<file path="src/rtl/pipe_ctrl_pkg.sv">
// Shared constants for the pipeline control unit: forwarding selects,
// FSM state encodings, memory-op codes and a load-decode helper.
package pipe_ctrl_pkg;

  localparam int REG_ADDR_W = 5;
  localparam int MEM_OP_BUS = 2;

  typedef logic [1:0] fwd_ctrl_t;

  // Forwarding select encodings seen by the ID-stage operand muxes
  localparam fwd_ctrl_t FWD_CTRL_NONE = 2'b00;
  localparam fwd_ctrl_t FWD_CTRL_EX   = 2'b01;
  localparam fwd_ctrl_t FWD_CTRL_MEM  = 2'b10;

  // Controller FSM state encodings
  localparam logic [1:0] PIPE_ST_RUN     = 2'd0;
  localparam logic [1:0] PIPE_ST_MC_BUSY = 2'd1;
  localparam logic [1:0] PIPE_ST_MC_DONE = 2'd2;

  // Memory operation codes carried in the ID/EX register
  localparam logic [MEM_OP_BUS-1:0] MEM_OP_NOP = 2'd0;
  localparam logic [MEM_OP_BUS-1:0] MEM_OP_LDW = 2'd1;
  localparam logic [MEM_OP_BUS-1:0] MEM_OP_STW = 2'd2;
  localparam logic [MEM_OP_BUS-1:0] MEM_OP_LDB = 2'd3;

  // True when the memory op returns its result only in MEM (a load)
  function automatic logic is_load(input logic [MEM_OP_BUS-1:0] op);
    return (op == MEM_OP_LDW) || (op == MEM_OP_LDB);
  endfunction

endpackage

</file>
<file path="src/rtl/pipe_ctrl_if.sv">
// Datapath-facing bundle of the pipeline controller: decoder fields,
// pipeline-register fields, busy/handshake inputs and the control strobes.
interface pipe_ctrl_if;
  import pipe_ctrl_pkg::*;

  logic [REG_ADDR_W-1:0] ra_addr;
  logic [REG_ADDR_W-1:0] rb_addr;
  logic [1:0]            src_reg_used;

  logic                  id_en;
  logic [REG_ADDR_W-1:0] id_dst_addr;
  logic                  id_gpr_we_;
  logic [MEM_OP_BUS-1:0] id_mem_op;
  logic                  id_jump_taken;
  logic                  id_mc_op;

  logic                  ex_en;
  logic [REG_ADDR_W-1:0] ex_dst_addr;
  logic                  ex_gpr_we_;

  logic                  if_busy;
  logic                  mem_busy;
  logic                  mc_done;

  fwd_ctrl_t             ra_fwd_ctrl;
  fwd_ctrl_t             rb_fwd_ctrl;
  logic                  if_stall;
  logic                  id_stall;
  logic                  ex_stall;
  logic                  mem_stall;
  logic                  if_flush;
  logic                  id_flush;
  logic                  ex_flush;
  logic                  mem_flush;
  logic                  mc_start;

  modport master (
    output ra_addr, rb_addr, src_reg_used,
    output id_en, id_dst_addr, id_gpr_we_, id_mem_op, id_jump_taken, id_mc_op,
    output ex_en, ex_dst_addr, ex_gpr_we_,
    output if_busy, mem_busy, mc_done,
    input  ra_fwd_ctrl, rb_fwd_ctrl,
    input  if_stall, id_stall, ex_stall, mem_stall,
    input  if_flush, id_flush, ex_flush, mem_flush,
    input  mc_start
  );

  modport slave (
    input  ra_addr, rb_addr, src_reg_used,
    input  id_en, id_dst_addr, id_gpr_we_, id_mem_op, id_jump_taken, id_mc_op,
    input  ex_en, ex_dst_addr, ex_gpr_we_,
    input  if_busy, mem_busy, mc_done,
    output ra_fwd_ctrl, rb_fwd_ctrl,
    output if_stall, id_stall, ex_stall, mem_stall,
    output if_flush, id_flush, ex_flush, mem_flush,
    output mc_start
  );

endinterface

</file>
<file path="src/rtl/pipe_ctrl_fwd_sel.sv">
// Per-operand forwarding select. An EX-stage producer beats a MEM-stage one;
// a load in EX cannot forward yet, so it reports a load hazard instead.
module fwd_sel
  import pipe_ctrl_pkg::*;
(
  input  logic [REG_ADDR_W-1:0] addr,
  input  logic                  used,
  input  logic                  id_en,
  input  logic [REG_ADDR_W-1:0] id_dst_addr,
  input  logic                  id_gpr_we_,
  input  logic                  id_is_load,
  input  logic                  ex_en,
  input  logic [REG_ADDR_W-1:0] ex_dst_addr,
  input  logic                  ex_gpr_we_,
  output fwd_ctrl_t             sel,
  output logic                  load_hazard
);

  logic src_valid;
  logic ex_match;
  logic mem_match;

  // Compare the operand against both producers and pick the youngest one
  always_comb begin
    src_valid   = used && (addr != '0);
    ex_match    = src_valid && id_en && !id_gpr_we_ && (id_dst_addr == addr);
    mem_match   = src_valid && ex_en && !ex_gpr_we_ && (ex_dst_addr == addr);
    load_hazard = ex_match && id_is_load;
    sel         = FWD_CTRL_NONE;
    if (ex_match) begin
      if (!id_is_load) begin
        sel = FWD_CTRL_EX;
      end
    end else if (mem_match) begin
      sel = FWD_CTRL_MEM;
    end
  end

endmodule

</file>
<file path="src/rtl/pipe_ctrl.sv">
// Pipeline control unit: forwarding selects, per-stage stall/flush strobes,
// multi-cycle EX handshake FSM and saturating stall/flush counters.
module pipe_ctrl
  import pipe_ctrl_pkg::*;
#(
  parameter int CNT_W = 16
) (
  input  logic             clk,
  input  logic             reset,
  pipe_ctrl_if.slave       bus,
  input  logic             cnt_clr,
  output logic [CNT_W-1:0] stall_cnt,
  output logic [CNT_W-1:0] flush_cnt
);

  fwd_ctrl_t ra_sel;
  fwd_ctrl_t rb_sel;
  logic      ra_hazard;
  logic      rb_hazard;
  logic      id_is_load;

  logic [1:0] state_q, state_d;
  logic [CNT_W-1:0] stall_cnt_q, stall_cnt_d;
  logic [CNT_W-1:0] flush_cnt_q, flush_cnt_d;

  logic load_use;
  logic redirect;
  logic mc_go;
  logic redirect_applied;
  logic if_stall, id_stall, ex_stall, mem_stall;
  logic if_flush, id_flush, ex_flush, mem_flush;
  logic mc_start;

  assign id_is_load = is_load(bus.id_mem_op);

  fwd_sel u_fwd_ra (
    .addr        (bus.ra_addr),
    .used        (bus.src_reg_used[0]),
    .id_en       (bus.id_en),
    .id_dst_addr (bus.id_dst_addr),
    .id_gpr_we_  (bus.id_gpr_we_),
    .id_is_load  (id_is_load),
    .ex_en       (bus.ex_en),
    .ex_dst_addr (bus.ex_dst_addr),
    .ex_gpr_we_  (bus.ex_gpr_we_),
    .sel         (ra_sel),
    .load_hazard (ra_hazard)
  );

  fwd_sel u_fwd_rb (
    .addr        (bus.rb_addr),
    .used        (bus.src_reg_used[1]),
    .id_en       (bus.id_en),
    .id_dst_addr (bus.id_dst_addr),
    .id_gpr_we_  (bus.id_gpr_we_),
    .id_is_load  (id_is_load),
    .ex_en       (bus.ex_en),
    .ex_dst_addr (bus.ex_dst_addr),
    .ex_gpr_we_  (bus.ex_gpr_we_),
    .sel         (rb_sel),
    .load_hazard (rb_hazard)
  );

  assign load_use = ra_hazard || rb_hazard;
  assign redirect = bus.id_en && bus.id_jump_taken;
  assign mc_go    = bus.id_en && bus.id_mc_op;

  // Stall/flush arbitration: reset bubbles everything, mem_busy freezes all
  // stages, then the FSM state decides between the RUN hazards and the MC hold
  always_comb begin
    state_d          = state_q;
    if_stall         = 1'b0;
    id_stall         = 1'b0;
    ex_stall         = 1'b0;
    mem_stall        = 1'b0;
    if_flush         = 1'b0;
    id_flush         = 1'b0;
    ex_flush         = 1'b0;
    mem_flush        = 1'b0;
    mc_start         = 1'b0;
    redirect_applied = 1'b0;
    if (reset) begin
      state_d   = PIPE_ST_RUN;
      if_flush  = 1'b1;
      id_flush  = 1'b1;
      ex_flush  = 1'b1;
      mem_flush = 1'b1;
    end else if (bus.mem_busy) begin
      if_stall  = 1'b1;
      id_stall  = 1'b1;
      ex_stall  = 1'b1;
      mem_stall = 1'b1;
      if ((state_q == PIPE_ST_MC_BUSY) && bus.mc_done) begin
        state_d = PIPE_ST_MC_DONE;
      end
    end else begin
      case (state_q)
        PIPE_ST_RUN: begin
          if (mc_go) begin
            mc_start = 1'b1;
            if_stall = 1'b1;
            id_stall = 1'b1;
            ex_flush = 1'b1;
            state_d  = PIPE_ST_MC_BUSY;
          end else begin
            if (redirect) begin
              if_flush         = 1'b1;
              id_flush         = 1'b1;
              redirect_applied = 1'b1;
            end else if (load_use) begin
              if_stall = 1'b1;
              id_flush = 1'b1;
            end
            // A fetch miss bubbles IF/ID unless load-use must keep the ID instruction
            if (bus.if_busy) begin
              if_stall = 1'b1;
              if (redirect || !load_use) begin
                if_flush = 1'b1;
              end
            end
          end
        end
        PIPE_ST_MC_BUSY: begin
          if_stall = 1'b1;
          id_stall = 1'b1;
          ex_flush = 1'b1;
          if (bus.mc_done) begin
            state_d = PIPE_ST_MC_DONE;
          end
        end
        PIPE_ST_MC_DONE: begin
          state_d = PIPE_ST_RUN;
          if (bus.if_busy) begin
            if_stall = 1'b1;
            if_flush = 1'b1;
          end
        end
        default: begin
          state_d = PIPE_ST_RUN;
        end
      endcase
    end
  end

  // Saturating counters; a clear wins over a same-cycle increment
  always_comb begin
    stall_cnt_d = stall_cnt_q;
    flush_cnt_d = flush_cnt_q;
    if (cnt_clr) begin
      stall_cnt_d = '0;
      flush_cnt_d = '0;
    end else begin
      if (if_stall && (stall_cnt_q != '1)) begin
        stall_cnt_d = stall_cnt_q + CNT_W'(1);
      end
      if (redirect_applied && (flush_cnt_q != '1)) begin
        flush_cnt_d = flush_cnt_q + CNT_W'(1);
      end
    end
  end

  // State and counter registers with synchronous reset
  always_ff @(posedge clk) begin
    if (reset) begin
      state_q     <= PIPE_ST_RUN;
      stall_cnt_q <= '0;
      flush_cnt_q <= '0;
    end else begin
      state_q     <= state_d;
      stall_cnt_q <= stall_cnt_d;
      flush_cnt_q <= flush_cnt_d;
    end
  end

  assign bus.ra_fwd_ctrl = reset ? FWD_CTRL_NONE : ra_sel;
  assign bus.rb_fwd_ctrl = reset ? FWD_CTRL_NONE : rb_sel;
  assign bus.if_stall    = if_stall;
  assign bus.id_stall    = id_stall;
  assign bus.ex_stall    = ex_stall;
  assign bus.mem_stall   = mem_stall;
  assign bus.if_flush    = if_flush;
  assign bus.id_flush    = id_flush;
  assign bus.ex_flush    = ex_flush;
  assign bus.mem_flush   = mem_flush;
  assign bus.mc_start    = mc_start;
  assign stall_cnt       = stall_cnt_q;
  assign flush_cnt       = flush_cnt_q;

endmodule

</file>
<file path="src/flat_wrapper.sv">
// flat-port wrapper written by rule: the top's interface ports become plain ports
module pipe_ctrl_flat import pipe_ctrl_pkg::*;
#(
  parameter int CNT_W = 16
)
  (clk, reset, cnt_clr, stall_cnt, flush_cnt, bus_ra_addr, bus_rb_addr, bus_src_reg_used, bus_id_en, bus_id_dst_addr, bus_id_gpr_we_, bus_id_mem_op, bus_id_jump_taken, bus_id_mc_op, bus_ex_en, bus_ex_dst_addr, bus_ex_gpr_we_, bus_if_busy, bus_mem_busy, bus_mc_done, bus_ra_fwd_ctrl, bus_rb_fwd_ctrl, bus_if_stall, bus_id_stall, bus_ex_stall, bus_mem_stall, bus_if_flush, bus_id_flush, bus_ex_flush, bus_mem_flush, bus_mc_start);
  pipe_ctrl_if bus_i ();
  input  logic clk;
  input  logic reset;
  input  logic cnt_clr;
  output logic [CNT_W-1:0] stall_cnt;
  output logic [CNT_W-1:0] flush_cnt;
  input wire logic [$bits(bus_i.ra_addr)-1:0] bus_ra_addr;
  input wire logic [$bits(bus_i.rb_addr)-1:0] bus_rb_addr;
  input wire logic [$bits(bus_i.src_reg_used)-1:0] bus_src_reg_used;
  input wire logic [$bits(bus_i.id_en)-1:0] bus_id_en;
  input wire logic [$bits(bus_i.id_dst_addr)-1:0] bus_id_dst_addr;
  input wire logic [$bits(bus_i.id_gpr_we_)-1:0] bus_id_gpr_we_;
  input wire logic [$bits(bus_i.id_mem_op)-1:0] bus_id_mem_op;
  input wire logic [$bits(bus_i.id_jump_taken)-1:0] bus_id_jump_taken;
  input wire logic [$bits(bus_i.id_mc_op)-1:0] bus_id_mc_op;
  input wire logic [$bits(bus_i.ex_en)-1:0] bus_ex_en;
  input wire logic [$bits(bus_i.ex_dst_addr)-1:0] bus_ex_dst_addr;
  input wire logic [$bits(bus_i.ex_gpr_we_)-1:0] bus_ex_gpr_we_;
  input wire logic [$bits(bus_i.if_busy)-1:0] bus_if_busy;
  input wire logic [$bits(bus_i.mem_busy)-1:0] bus_mem_busy;
  input wire logic [$bits(bus_i.mc_done)-1:0] bus_mc_done;
  output wire logic [$bits(bus_i.ra_fwd_ctrl)-1:0] bus_ra_fwd_ctrl;
  output wire logic [$bits(bus_i.rb_fwd_ctrl)-1:0] bus_rb_fwd_ctrl;
  output wire logic [$bits(bus_i.if_stall)-1:0] bus_if_stall;
  output wire logic [$bits(bus_i.id_stall)-1:0] bus_id_stall;
  output wire logic [$bits(bus_i.ex_stall)-1:0] bus_ex_stall;
  output wire logic [$bits(bus_i.mem_stall)-1:0] bus_mem_stall;
  output wire logic [$bits(bus_i.if_flush)-1:0] bus_if_flush;
  output wire logic [$bits(bus_i.id_flush)-1:0] bus_id_flush;
  output wire logic [$bits(bus_i.ex_flush)-1:0] bus_ex_flush;
  output wire logic [$bits(bus_i.mem_flush)-1:0] bus_mem_flush;
  output wire logic [$bits(bus_i.mc_start)-1:0] bus_mc_start;
  assign bus_i.ra_addr = bus_ra_addr;
  assign bus_i.rb_addr = bus_rb_addr;
  assign bus_i.src_reg_used = bus_src_reg_used;
  assign bus_i.id_en = bus_id_en;
  assign bus_i.id_dst_addr = bus_id_dst_addr;
  assign bus_i.id_gpr_we_ = bus_id_gpr_we_;
  assign bus_i.id_mem_op = bus_id_mem_op;
  assign bus_i.id_jump_taken = bus_id_jump_taken;
  assign bus_i.id_mc_op = bus_id_mc_op;
  assign bus_i.ex_en = bus_ex_en;
  assign bus_i.ex_dst_addr = bus_ex_dst_addr;
  assign bus_i.ex_gpr_we_ = bus_ex_gpr_we_;
  assign bus_i.if_busy = bus_if_busy;
  assign bus_i.mem_busy = bus_mem_busy;
  assign bus_i.mc_done = bus_mc_done;
  assign bus_ra_fwd_ctrl = bus_i.ra_fwd_ctrl;
  assign bus_rb_fwd_ctrl = bus_i.rb_fwd_ctrl;
  assign bus_if_stall = bus_i.if_stall;
  assign bus_id_stall = bus_i.id_stall;
  assign bus_ex_stall = bus_i.ex_stall;
  assign bus_mem_stall = bus_i.mem_stall;
  assign bus_if_flush = bus_i.if_flush;
  assign bus_id_flush = bus_i.id_flush;
  assign bus_ex_flush = bus_i.ex_flush;
  assign bus_mem_flush = bus_i.mem_flush;
  assign bus_mc_start = bus_i.mc_start;
  pipe_ctrl #(.CNT_W(CNT_W)) u_core (.clk(clk), .reset(reset), .bus(bus_i), .cnt_clr(cnt_clr), .stall_cnt(stall_cnt), .flush_cnt(flush_cnt));
endmodule
</file>
<file path="config.mk">
export PLATFORM = sky130hd
export DESIGN_NAME = pipe_ctrl_flat
export DESIGN_NICKNAME = d
export VERILOG_FILES = /design/src/rtl/pipe_ctrl_pkg.sv /design/src/rtl/pipe_ctrl_if.sv /design/src/rtl/pipe_ctrl_fwd_sel.sv /design/src/rtl/pipe_ctrl.sv /design/src/flat_wrapper.sv
export SDC_FILE = /design/constraint.sdc
export NUM_CORES = 1
export LEC_CHECK = 0
export BUFFER_PORTS_ARGS = -buffer_cell sky130_fd_sc_hd__clkbuf_2
export CAP_MARGIN = 20
export CORE_MARGIN = 1.5
export CORE_UTILIZATION = 54
export DETAILED_ROUTE_END_ITERATION = 10
export PLACE_DENSITY_LB_ADDON = 0.12
export SYNTH_ARGS = -nofsm -noshare
export SYNTH_HDL_FRONTEND = slang
export SYNTH_SLANG_ARGS = --single-unit
</file>
<file path="constraint.sdc">
create_clock -name clk -period 6.05 [get_ports clk]
set_clock_uncertainty 0.1 [all_clocks]
set_input_delay 0 -clock clk [delete_from_list [all_inputs] [get_ports clk]]
set_output_delay 0 -clock clk [all_outputs]
set_load 0.02 [all_outputs]
</file>
# After elaboration in Yosys (flattened, before gate mapping)
# Cells that the tools add are included.
[word_totals]
register_bits = 34
inputBits = 36
output_inout_bits = 45
word_cells = 98
[op_classes]
add_sub_neg = 2
n_eq_ne = 13
n_mux = 48
n_reduce_logical = 32
[op_table]
columns = ["operator", "n"]
rows = [
  ["1-bit two-way mux", 34],
  ["16-bit by 1-bit adder with 16-bit output (second input constant)", 2],
  ["16-bit inequality test (second input constant)", 2],
  ["1-bit logical AND", 21],
  ["5-bit equality test", 4],
  ["2-bit two-way mux", 10],
  ["5-bit nonzero test", 2],
  ["2-bit by 1-bit equality test with 1-bit output (second input constant)", 2],
  ["2-bit equality test (second input constant)", 2],
  ["1-bit case mux with 2 select lines", 2],
  ["2-bit case mux with 2 select lines", 1],
  ["1-bit zero test", 3],
  ["1-bit logical OR", 3],
  ["3-bit by 2-bit inequality test with 1-bit output (second input constant)", 1],
  ["3-bit inequality test (second input constant)", 1],
  ["1-bit case mux with 3 select lines", 1],
  ["3-bit AND reduction", 1],
  ["2-bit zero test", 1],
  ["2-bit by 1-bit inequality test with 1-bit output (second input constant)", 1],
  ["2-bit OR reduction", 1],
]

# Depth between registers and ports, before layout
[depth]
word_depth = 15
ltp_mapped = 9
ltp_nobuf = 7

# Cells and area by module
# From an unflattened synthesis, not the netlist that was laid out.
[hier_totals]
hier_cells = 276
hier_area_um2 = 2229.6
[modules_own_cells]
columns = ["module", "instances", "cells_per_inst", "area_each_um2", "seq_area_each_um2"]
rows = [
  ["pipe_ctrl", 1, 236, 1879.3, 680.7],
  ["fwd_sel", 2, 20, 175.2, 0.0],
]

# Least setup slack after synthesis
# Ideal clock, no wire load.
[synth_timing]
path_kind = "reg-to-reg"
start = "reg u_core.stall_cnt_q[0] (netlist: u_core.stall_cnt[0])"
end = "reg u_core.stall_cnt_q[2] (netlist: u_core.stall_cnt[2])"
setup_ns = 0.121
t_arrival_ns = 2.087
required_ns = 5.829
path_slack_ns = 3.741
path_stages_with_launch = 10
n_path_buf = 2
period_less_slack_ns = 2.309
cell_sequence = "dfxtp_1 ha_1 nand3_1 nor4_1 nand2_1 or3b_1 clkbuf_1 buf_2 a21boi_1 mux2i_1"
[synth_via]
elab_chain_cells = 2
elab_cells_between_ends = 3
classes_between = "add/sub (1); eq/ne (1); reduce/logical (1)"
[synth_lines]
columns = ["item", "line", "source"]
rows = [
  ["from (decl)", "pipe_ctrl.sv:23", "logic [CNT_W-1:0] stall_cnt_q, stall_cnt_d;"],
  ["from (signal assigned)", "pipe_ctrl.sv:170", "stall_cnt_q <= stall_cnt_d;"],
  ["parallel branches: the longest is 2 deep, another holds 16-bit by 1-bit adder with 16-bit output", "--", ""],
]
# Several ways; the timed one is not identified.
# A chain may end at the register's enable or synchronous reset.

# Final worst setup path
[layout_timing]
start = "reg u_core.stall_cnt_q[0] (netlist: u_core.stall_cnt[0])"
end = "reg u_core.stall_cnt_q[10] (netlist: u_core.stall_cnt[10])"
# The elaborated chain is that of the path after synthesis.

==> metrics.md <==
| Metric | Value |
|---|---|
| Yosys reg bits | 34 |
| # diodes | 0 |
| Post-synth cell types | 56 |
| Clock Root Buffer | clkbuf_8 |
| PostCTS Resize Cnt | 0 |
| Clock sinks | 34 |
| GRT Total Usage | about 24% |
| Hold_buf cts | 3 |
| DRT iter0 DRCs | ~120 |
| Detailed Routing Iterations Pass 1 | 4 |
| Met1 WL | 2.43 mm |
| DP Worst Slack | 3620 ps |
| Routed Antenna Nets | 0 |
| Max VDD drop | about 0.16 mV |
| Die H | roughly 68 um |
| First-pass GRT wire length | ~8.7 mm |
| WP buf/inv | 0 |
| Post-DP HPWL | just under 4 mm |
| RSZ-0062 raised after global routing | no |
| Final Max Tran Viols | 0 |
| Crit-path cells | ha_1 -> nand3_1 -> nor4_1 -> nand2_1 -> or3b_1 -> a211oi_1 -> mux2i_1 |
| Final Hold Fails | 0 |
| Total grt overflow | 0 |
| Crit path max-delay family | simple AND/OR/NAND/NOR gates |
| Final Cell Area | 2770 um^2 |
| Result of the run | finished clean |
| PwrDens | about 170 nW/um^2 |
| Leakage | 1.08 nW |
| Highest metal used | met4 |
| Top Ports | 81 |
| CTS Buf Count | 5 |
| Worst setup EP type | flop |
| Maxcap violations | 0 |
| Synthesized area | roughly 2300 um^2 |
| PortBufs | between 70 and 80 |
| Initial Utilization | around 57% |
| Post-layout min period | 2450 ps |
| Die width | about 68 um |
| Synth warn | 0 |
| Wirelength per Cell | between 10 and 15 um |
| Via count | approximately 2,300 |
| Total Nets Final | between 300 and 400 |
| Syn Area/Cell | 8.05 um^2 |
| CP startpoint kind | flop |
| Critical Path RT | 6120 ps |
| Synthesized Nets | about 320 |
| Fin worst setup slack | roughly 3600 ps |
| Die area | approximately 4600 um^2 |
| Fill count | 365 |
| Vias in the first global route | 2,003 |
| CTS tree | yes |
| Crit path max fanout | 16 |
| Critical path's largest stage delay | 530 ps |
| Reg clk slew, reported paths | ~70 ps |
| Post-route clock period utilization | approximately two fifths |
| Initial antenna violation count | 0 |
| Placed cell areas | 2650 um^2 |
| Critical path origin | u_core.stall_cnt[0] |
| Fmax | approximately 410 MHz |
| Worst skew pair latency | 290 ps |
| Core box area | roughly 4000 um^2 |
| Most common cell after layout, fill and taps aside | clkbuf_2 |
| Metal3 WL | 240 um |
| Layout cells sized above 1 | between 20 and 30% |
| Slew HR | 29.8% |
| HP Class | input port to flop |
| Largest net degree at the start of global routing | 26 |
| Via density | around 5.6 |
| H-tree levels | 2 |
| Data arrival time of the worst path | between 2000 and 3000 ps |
| Synth-to-Final Area Change | 21.7% |
| Cells after Synth | ~280 |
| Final setup TNS | 0 ps |
| Final Setup Violations | 0 |
| Drt drc | 0 |
| Row cnt | 23 |
| Max Root-Sink Buffers | 2 |
| Metal2 WL | about 2.6 mm |
| Worst setup path class | flop to flop |
| Drt total wl | approximately 5.4 mm |
| Slowest CP cell | or3b_1 |
| Worst r2r src | u_core.stall_cnt[0] |
| Sequential area share after synthesis | between 20% and 30% |
| Most frequent cells in the layout | clkbuf_2, nand2_1, dfxtp_1 |
| Final RePlAce weighted congestion | roughly 0.91 |
| Slew @ Worst Pin | between 1000 and 1500 ps |
| Hold Crit Start | bus_mc_done |
| Setup Fix Bufs, Post-CTS | 0 |
==> cells by family (layout without fill, tap and decap cells) <==
group | Yosys count | count (layout) | share of synthesized area, %
DFF | 34 | 34 | 29.9
AOI/OAI and AO/OA | 54 | 54 | 17.0
buffers and inverters | 20 | 96 | 4.89
muxes | 10 | 10 | 4.40
xor gates and xnor gates | 32 | 32 | 12.3
adders and majority gates | 2 | 2 | 1.10
and+or+nand+nor | 131 | 131 | 30.4
==> per-layer routing <==
| metal | vias to the layer above | GRT usage, % |
|---|---|---|
| met1 | 1070 | 30.2 |
| met4 | 0 | 8.50 |
| li1 | 1164 | - |
| met3 | 7 | 4.11 |
| met5 | - | 0 |
| met2 | 49 | 42.6 |
==> flip-flops by register name, indices dropped and copies added, names as in the netlist <==
register,cells
u_core.state_q,2
u_core.flush_cnt,16
u_core.stall_cnt,16
==> layout make-up <==
cell class              instances  area (um^2)  area share, %
clock inverters                 2         12.5          0.451
flip-flops and latches         34          681           24.6
multi-input cells             229         1490           53.6
repair buffers                 82          425           15.3
inverters                       6         22.5          0.813
well taps                      50         62.6           2.26
clock buffers                   6         82.6           2.98
==> stage by stage <==
stage / std cells / power [mW] / hold slack (ps) / util [%]
floorplan: 283 / 0.274 / -18.3 / -
global placement: 398 / 0.298 / 202 / 65.7
detailed placement: 398 / 0.298 / 207 / 65.7
CTS: 409 / 0.477 / 18.0 / 68.8
global route: 409 / 0.490 / 99.7 / 68.8
finish: 409 / 0.473 / 14.6 / 68.8
==> where the power goes <==
| group | internal (mW) | leakage, nW | total (mW) | switching (mW) |
|---|---|---|---|---|
| combinational | 0.0289 | 0.759 | 0.0687 | 0.0398 |
| clock | 0.0914 | 0.0472 | 0.178 | 0.0871 |
| sequential | 0.225 | 0.274 | 0.226 | 0.00144 |
==> synthesized netlist by cell type (all sizes together) <==
cell / n / area, um^2
nand3: 11 / 55.1
nand4: 12 / 75.1
nor4: 7 / 56.3
a21bo: 1 / 10.0
or3b: 1 / 8.76
a32oi: 1 / 8.76
or4: 3 / 22.5
buf: 6 / 42.5
a21o: 1 / 7.51
o211ai: 2 / 20.0
a211oi: 3 / 27.5
a2111o: 8 / 90.1
and4: 2 / 18.8
or2b: 1 / 7.51
nor3: 4 / 20.0
o2111ai: 1 / 8.76
dlygate4sd2: 1 / 8.76
mux2i: 10 / 100
or2: 5 / 31.3
nand2b: 1 / 6.26
and2: 3 / 20.0
and3: 4 / 26.3
ha: 2 / 25.0
a21boi: 2 / 15.0
a31oi: 3 / 33.8
nand2: 35 / 139
or3: 9 / 61.3
a21oi: 16 / 80.1
nor2b: 2 / 12.5
xnor2: 23 / 201
clkbuf: 7 / 37.5
o21bai: 1 / 7.51
nor3b: 4 / 30.0
xor2: 9 / 78.8
inv: 6 / 22.5
dfxtp: 34 / 681
o21ai: 15 / 78.8
nor2: 27 / 101
==> worst register-to-register path: cells and delay by family (launching register included) <==
| kind | cells | cell delay (ps) |
|---|---|---|
| multiplexers | 1 | 150 |
| AND/OR/NAND/NOR | 4 | 1300 |
| AO/OA/AOI/OAI | 1 | 180 |
| adder cells (fa/ha/maj) | 1 | 190 |
| flip-flops | 1 | 420 |
==> path summary, 6_finish.rpt <==
check,end,slack [ps],depth (start not counted)
worst max-delay path,u_core.stall_cnt[10],3600,7
worst min register to register,u_core.stall_cnt[10],390,2
worst max register to register,u_core.stall_cnt[10],3600,7
worst min-delay path,u_core.state_q[0],10,6
Note: power is estimated with default switching activity, not from simulation.
